==> src/rtl/mem_stage_wb.sv <==
// MEM stage with a data-memory handshake FSM (IDLE/ACCESS/ABORT), branch/jump resolution and the MEM/WB register.
// Optional feature macro: MEM_SUBWORD_EN enables byte/halfword loads and stores.
module mem_stage_wb #(
   parameter int ACK_TIMEOUT = 15
) (
   input  logic        clk,
   input  logic        rst,
   input  logic [31:0] i_alu_result,
   input  logic [31:0] i_read_rb_2,
   input  logic [31:0] i_branch_address,
   input  logic [31:0] i_jump_address,
   input  logic [4:0]  i_inst_mux_br_write_address,
   input  logic        i_zf,
   input  logic        i_branch,
   input  logic        i_memWrite,
   input  logic        i_regWrite,
   input  logic        i_memToReg,
   input  logic        i_jump,
   input  logic [1:0]  i_memRead,
   input  logic [5:0]  i_opcode,
   output logic        o_dm_req,
   output logic        o_dm_we,
   output logic [31:0] o_dm_addr,
   output logic [31:0] o_dm_wdata,
   output logic [3:0]  o_dm_be,
   input  logic        i_dm_ack,
   input  logic [31:0] i_dm_rdata,
   output logic [1:0]  o_pc_src,
   output logic [31:0] o_pc_target,
   output logic        o_flush,
   output logic        o_stall,
   output logic [31:0] o_rd_data,
   output logic [31:0] o_alu_result,
   output logic [4:0]  o_write_address,
   output logic        o_regWrite,
   output logic        o_memToReg,
   output logic        o_mem_err,
   output logic [1:0]  o_dbg_state
);

   // Handshake: o_dm_req stays high for every ACCESS cycle; a transfer completes in the
   // cycle where o_dm_req and i_dm_ack are both high. Ack outside ACCESS is ignored.
   typedef enum logic [1:0] {
      S_IDLE   = 2'd0,
      S_ACCESS = 2'd1,
      S_ABORT  = 2'd2
   } state_t;

   localparam int CW = $clog2(ACK_TIMEOUT + 1);
   localparam logic [1:0] SZ_WORD = 2'd0;
   localparam logic [1:0] SZ_BYTE = 2'd1;
   localparam logic [1:0] SZ_HALF = 2'd2;
   localparam logic [5:0] OP_BNE  = 6'b000101;
`ifdef MEM_SUBWORD_EN
   localparam logic [5:0] OP_LBU  = 6'b100100;
   localparam logic [5:0] OP_LHU  = 6'b100101;
   localparam logic [5:0] OP_SB   = 6'b101000;
   localparam logic [5:0] OP_SH   = 6'b101001;
`endif

   state_t         r_state;
   state_t         w_next;
   logic [CW-1:0]  r_cnt;
   logic           w_mem_op;
   logic           w_misaligned;
   logic [1:0]     w_size;
   logic [3:0]     w_be;
   logic [31:0]    w_wdata;
   logic [31:0]    w_load_data;
   logic           w_stall;
   logic           w_req;
   logic           w_err;
   logic           w_taken;

   assign w_mem_op = (i_memRead != 2'b00) || i_memWrite;

   // Stores win over loads, so a store's width comes from its opcode.
   always_comb begin
      w_size = SZ_WORD;
`ifdef MEM_SUBWORD_EN
      if (i_memWrite) begin
         if (i_opcode == OP_SB)      w_size = SZ_BYTE;
         else if (i_opcode == OP_SH) w_size = SZ_HALF;
      end else if (i_memRead == 2'b10) begin
         w_size = SZ_BYTE;
      end else if (i_memRead == 2'b11) begin
         w_size = SZ_HALF;
      end
`endif
   end

   assign w_misaligned = w_mem_op &&
                         (((w_size == SZ_WORD) && (i_alu_result[1:0] != 2'b00)) ||
                          ((w_size == SZ_HALF) && i_alu_result[0]));

   always_comb begin
      w_be        = 4'b1111;
      w_wdata     = i_read_rb_2;
      w_load_data = i_dm_rdata;
`ifdef MEM_SUBWORD_EN
      case (w_size)
         SZ_BYTE: begin
            w_be    = 4'b0001 << i_alu_result[1:0];
            w_wdata = {4{i_read_rb_2[7:0]}};
            if (i_opcode == OP_LBU)
               w_load_data = {24'd0, i_dm_rdata[{i_alu_result[1:0], 3'b000} +: 8]};
            else
               w_load_data = {{24{i_dm_rdata[{i_alu_result[1:0], 3'b111}]}},
                              i_dm_rdata[{i_alu_result[1:0], 3'b000} +: 8]};
         end
         SZ_HALF: begin
            w_be    = i_alu_result[1] ? 4'b1100 : 4'b0011;
            w_wdata = {2{i_read_rb_2[15:0]}};
            if (i_opcode == OP_LHU)
               w_load_data = {16'd0, i_alu_result[1] ? i_dm_rdata[31:16] : i_dm_rdata[15:0]};
            else
               w_load_data = i_alu_result[1] ? {{16{i_dm_rdata[31]}}, i_dm_rdata[31:16]}
                                             : {{16{i_dm_rdata[15]}}, i_dm_rdata[15:0]};
         end
         default: ;
      endcase
`endif
   end

   always_ff @(posedge clk or posedge rst) begin
      if (rst) r_state <= S_IDLE;
      else     r_state <= w_next;
   end

   always_comb begin
      w_next  = r_state;
      w_stall = 1'b0;
      w_req   = 1'b0;
      w_err   = 1'b0;
      case (r_state)
         S_IDLE: begin
            if (w_mem_op) begin
               if (w_misaligned) begin
                  w_err = 1'b1;
               end else begin
                  w_stall = 1'b1;
                  w_next  = S_ACCESS;
               end
            end
         end
         S_ACCESS: begin
            w_req = 1'b1;
            if (i_dm_ack) begin
               w_next = S_IDLE;
            end else begin
               w_stall = 1'b1;
               if (r_cnt == CW'(ACK_TIMEOUT - 1)) w_next = S_ABORT;
            end
         end
         S_ABORT: begin
            w_err  = 1'b1;
            w_next = S_IDLE;
         end
         default: w_next = S_IDLE;
      endcase
   end

   // Counts ACCESS cycles spent without an ack; restarts on every new access.
   always_ff @(posedge clk or posedge rst) begin
      if (rst)                     r_cnt <= '0;
      else if (r_state != S_ACCESS) r_cnt <= '0;
      else if (!i_dm_ack)          r_cnt <= r_cnt + CW'(1);
   end

   assign o_stall     = w_stall;
   assign o_dm_req    = w_req;
   assign o_dm_we     = w_req && i_memWrite;
   assign o_dm_addr   = w_req ? i_alu_result : 32'd0;
   assign o_dm_wdata  = w_req ? w_wdata : 32'd0;
   assign o_dm_be     = w_req ? w_be : 4'd0;
   assign o_dbg_state = r_state;

   assign w_taken = (i_opcode == OP_BNE) ? !i_zf : i_zf;

   always_comb begin
      o_pc_src    = 2'b00;
      o_pc_target = 32'd0;
      if (i_jump) begin
         o_pc_src    = 2'b10;
         o_pc_target = i_jump_address;
      end else if (i_branch && w_taken) begin
         o_pc_src    = 2'b01;
         o_pc_target = i_branch_address;
      end
   end

   assign o_flush = (o_pc_src != 2'b00) && !w_stall;

   // Stalled cycles insert a bubble; error cycles write nothing but flag o_mem_err.
   always_ff @(posedge clk or posedge rst) begin
      if (rst) begin
         o_rd_data       <= 32'd0;
         o_alu_result    <= 32'd0;
         o_write_address <= 5'd0;
         o_regWrite      <= 1'b0;
         o_memToReg      <= 1'b0;
         o_mem_err       <= 1'b0;
      end else if (w_stall) begin
         o_regWrite <= 1'b0;
         o_mem_err  <= 1'b0;
      end else begin
         o_alu_result    <= i_alu_result;
         o_write_address <= i_inst_mux_br_write_address;
         o_memToReg      <= i_memToReg;
         if (w_err) begin
            o_regWrite <= 1'b0;
            o_mem_err  <= 1'b1;
         end else begin
            o_regWrite <= i_regWrite && !i_memWrite;
            o_mem_err  <= 1'b0;
            if ((r_state == S_ACCESS) && !i_memWrite) o_rd_data <= w_load_data;
         end
      end
   end

endmodule

==> config.mk <==
export PLATFORM = sky130hd
export DESIGN_NAME = mem_stage_wb
export DESIGN_NICKNAME = d
export VERILOG_FILES = /design/src/rtl/mem_stage_wb.sv
export SDC_FILE = /design/constraint.sdc
export NUM_CORES = 1
export LEC_CHECK = 0
export BUFFER_PORTS_ARGS = -buffer_cell sky130_fd_sc_hd__buf_2
export CAP_MARGIN = 0
export CELL_PAD_IN_SITES_DETAIL_PLACEMENT = 0
export CELL_PAD_IN_SITES_GLOBAL_PLACEMENT = 2
export CORE_MARGIN = 2
export CORE_UTILIZATION = 23
export CTS_CLUSTER_DIAMETER = 200
export CTS_CLUSTER_SIZE = 14
export DETAILED_ROUTE_END_ITERATION = 7
export PLACE_DENSITY_LB_ADDON = 0.1
export SYNTH_ARGS = -nofsm -noshare
export SYNTH_HDL_FRONTEND = slang
export SYNTH_SLANG_ARGS = --single-unit
==> constraint.sdc <==
create_clock -name clk -period 4.6 [get_ports clk]
set_clock_uncertainty 0.2 [all_clocks]
set_input_delay 0.23 -clock clk [delete_from_list [all_inputs] [get_ports clk]]
set_output_delay 0.23 -clock clk [all_outputs]
set_load 0.03 [all_outputs]
==> run summary <==
status -> finished, final reports clean
capturing element type of the critical path -> primary output
Die Area -> 20800 sq um
share of the synthesized area in the top cell type -> 0.431
Port Buffer Count -> 361
number of enable-type register cells in the synthesized netlist -> 0
reg2reg path depth -> 4
sequential element share of the synthesized area -> 0.431
top achievable clock speed -> 0.322 GHz
clk sink count -> 78
number of warnings reported in the yosys synthesis log -> 0
count of antenna-violating nets left after detailed routing -> 0
leakage power -> 3.88 nW
final worst slack -> 1.50 ns
H-tree levels -> 3
sort of element at the start of the critical path -> register
arrival time worst endpoint -> 2.67 ns
area after detailed placement -> 6530 sq um
setup total negative slack -> 0 ns
setup violation total in the final timing report -> 0
post-CTS resize count -> 0
leftover overflow at the end of global routing -> 0
largest fanout on the critical path -> 51
shortest period the worst path allows -> 3.10 ns
detail-routed via count per cell -> 4.27
final count of hold timing violations -> 0
synth unique cells -> 39
largest cells by area after synthesis -> dfrtp_1 43%, mux2_4 12%, and2_1 9.0%
most frequent cells after synthesis -> 78 x dfrtp_1, 65 x and2_1, 64 x nand2_1
area inside the core boundary -> 19400 sq um
Die Wd -> 144 um
crit share post-route -> 0.675
final standard cell count with taps included and fillers excluded -> 1106
Initial Utilization -> 0.233
Layout Utilization -> 0.388
pin count of the biggest net entering global routing -> 64
gr usage total -> 0.152
VDD IR-drop max -> 0.149 mV
syn nets -> 610
CTS tree -> yes
clock buffer count from CTS -> 9
synthesized area divided by synthesized cell count -> 10.6 sq um
diode insertion count for antenna repair -> 0
Design Power -> 2.68 mW
violation count after the first detailed-route iteration -> 125
clock tree root driver cell -> clkbuf_16
number of global-route vias before repair -> 4700
Filler cells -> 1990
Max Transition Viols Final -> 0
worst skew pair latency -> 0.33 ns
Final HPWL DP -> 12700 um
setup repair after global routing missed its margin -> false
Post-Synthesis Cell Area -> 4530 sq um
P&R area growth vs syn -> 66.1%
worst-margin pin slew -> 1.15 ns
total iterations of the first detailed-routing run -> 4
drt total wl -> 16800 um
leading register cell type out of synthesis -> dfrtp_1
Crit Path Class -> register to primary output
biggest area consumer among synthesized cells -> dfrtp_1
count leader, synth -> dfrtp_1
placed insts -> 1019
Clock Pin Slew Worst Setup and Hold Paths -> 0.06 ns
RD Place Congestion -> 0.801
count of vias placed by the detailed router -> 4720
first-pass GRT wire length -> 25000 um
average wire per cell in the routed design -> 15.2 um
final-stage net count -> 1020
total DRC errors in the routed layout -> 0
power density over cell area -> 356 nW/um^2
MaxCap Viol Count -> 0
WHS -> 0.0436 ns
share of cells above drive strength 1 -> 0.554
post-synthesis instance total -> 426
final non-filler cell area -> 7520 sq um
number of cells on the worst hold path -> 2
antenna violations before repair -> 0
class of the tightest hold or removal check -> primary input to register
std cell rows -> 51
count of pins on the block boundary -> 362
worst rel slew slack -> 0.235
flop2flop setup slack -> 2.18 ns
maximum count of clock buffers along a single path -> 2
Synth async-reset ratio -> 1.00
Data required, critical path -> 4.17 ns
vertical extent of the die -> 144 um
number of storage elements in the synthesis netlist -> 78
pre-CTS setup slack -> 1.79 ns
[worst paths after layout]
path,startpoint,endpoint
min in group asynchronous,rst,o_rd_data[14]
max in group asynchronous,rst,o_rd_data[26]
min reg2reg,o_rd_data[24],o_rd_data[24]
max reg2reg,o_dbg_state[1],o_rd_data[15]
min,i_alu_result[1],o_alu_result[1]
max,o_dbg_state[1],o_dm_addr[4]
[per-layer routing]
layer	track usage	vias up	routed length (um)
met5	0	-	0
met4	0.0358	0	131
met3	0.0427	11	1300
met2	0.276	188	8730
met1	0.178	2217	6650
li1	-	2304	-
[worst max-delay path, cell delays in order, from the launching register on]
cell      delay [ns]
dfrtp_1         0.44
nand2b_1        0.30
inv_1           0.88
buf_4           0.35
and2_1          0.15
buf_2           0.20
[placed cells by master, fill, tap and decap left out, drive strengths merged]
master       count
buf            370
dfrtp           78
dlygate4sd3     71
mux2            70
and2            65
nand2           64
o211ai          32
nand4           31
clkbuf           9
nor2             7
inv              6
a21oi            5
clkinv           4
xor2             2
a21boi           2
ha               2
clkinvlp         2
nor3b            2
nor3             2
nor2b            2
nand2b           1
nand4b           1
nand3            1
xnor2            1
or3              1
nor4             1
or2              1
nand4bb          1
and3b            1
nor4bb           1
a32oi            1
o21ai            1
a211oi           1
o32ai            1
and4bb           1
[kinds of logic after synthesis]
| group | Yosys count | synth area share |
|---|---|---|
| and+or+nand+nor | 183 | 0.225 |
| DFF | 78 | 0.431 |
| muxes | 70 | 0.205 |
| buffers and inverters | 47 | 0.0569 |
| AOI/OAI and AO/OA | 43 | 0.0710 |
| xor gates and xnor gates | 3 | 0.00581 |
| adders and majority gates | 2 | 0.00553 |
[sequential cells by signal, indices dropped and copies added (netlist names)]
| signal | cells |
|---|---|
| o_dbg_state | 2 |
| o_alu_result | 32 |
| o_rd_data | 32 |
| r_cnt | 4 |
| o_memToReg | 1 |
| o_write_address | 5 |
| o_regWrite | 1 |
| o_mem_err | 1 |
[report_power, final]
| group | switching [mW] | internal (mW) |
|---|---|---|
| clock network | 0.299 | 0.372 |
| logic | 0.699 | 0.417 |
| registers | 0.0677 | 0.822 |
| total | 1.07 | 1.61 |
[timing repair]
| action | in CTS | in global routing |
|---|---|---|
| hold buffers | 71 | 0 |
| endpoints found under the setup margin | 0 | 0 |
| buffers inserted | 0 | 0 |
| hold endpoints to repair | 103 | 0 |
[final cells by class]
cell class,instances,area [sq um],area share
multi-input combinational,301,2350,0.312
clock inverter,7,57.6,0.00765
timing repair buffer,441,2580,0.344
sequential,78,1950,0.260
clock buffer,9,225,0.0300
inverter,5,20.0,0.00266
tap,265,332,0.0441
Note: power is estimated with default switching activity, not from simulation.
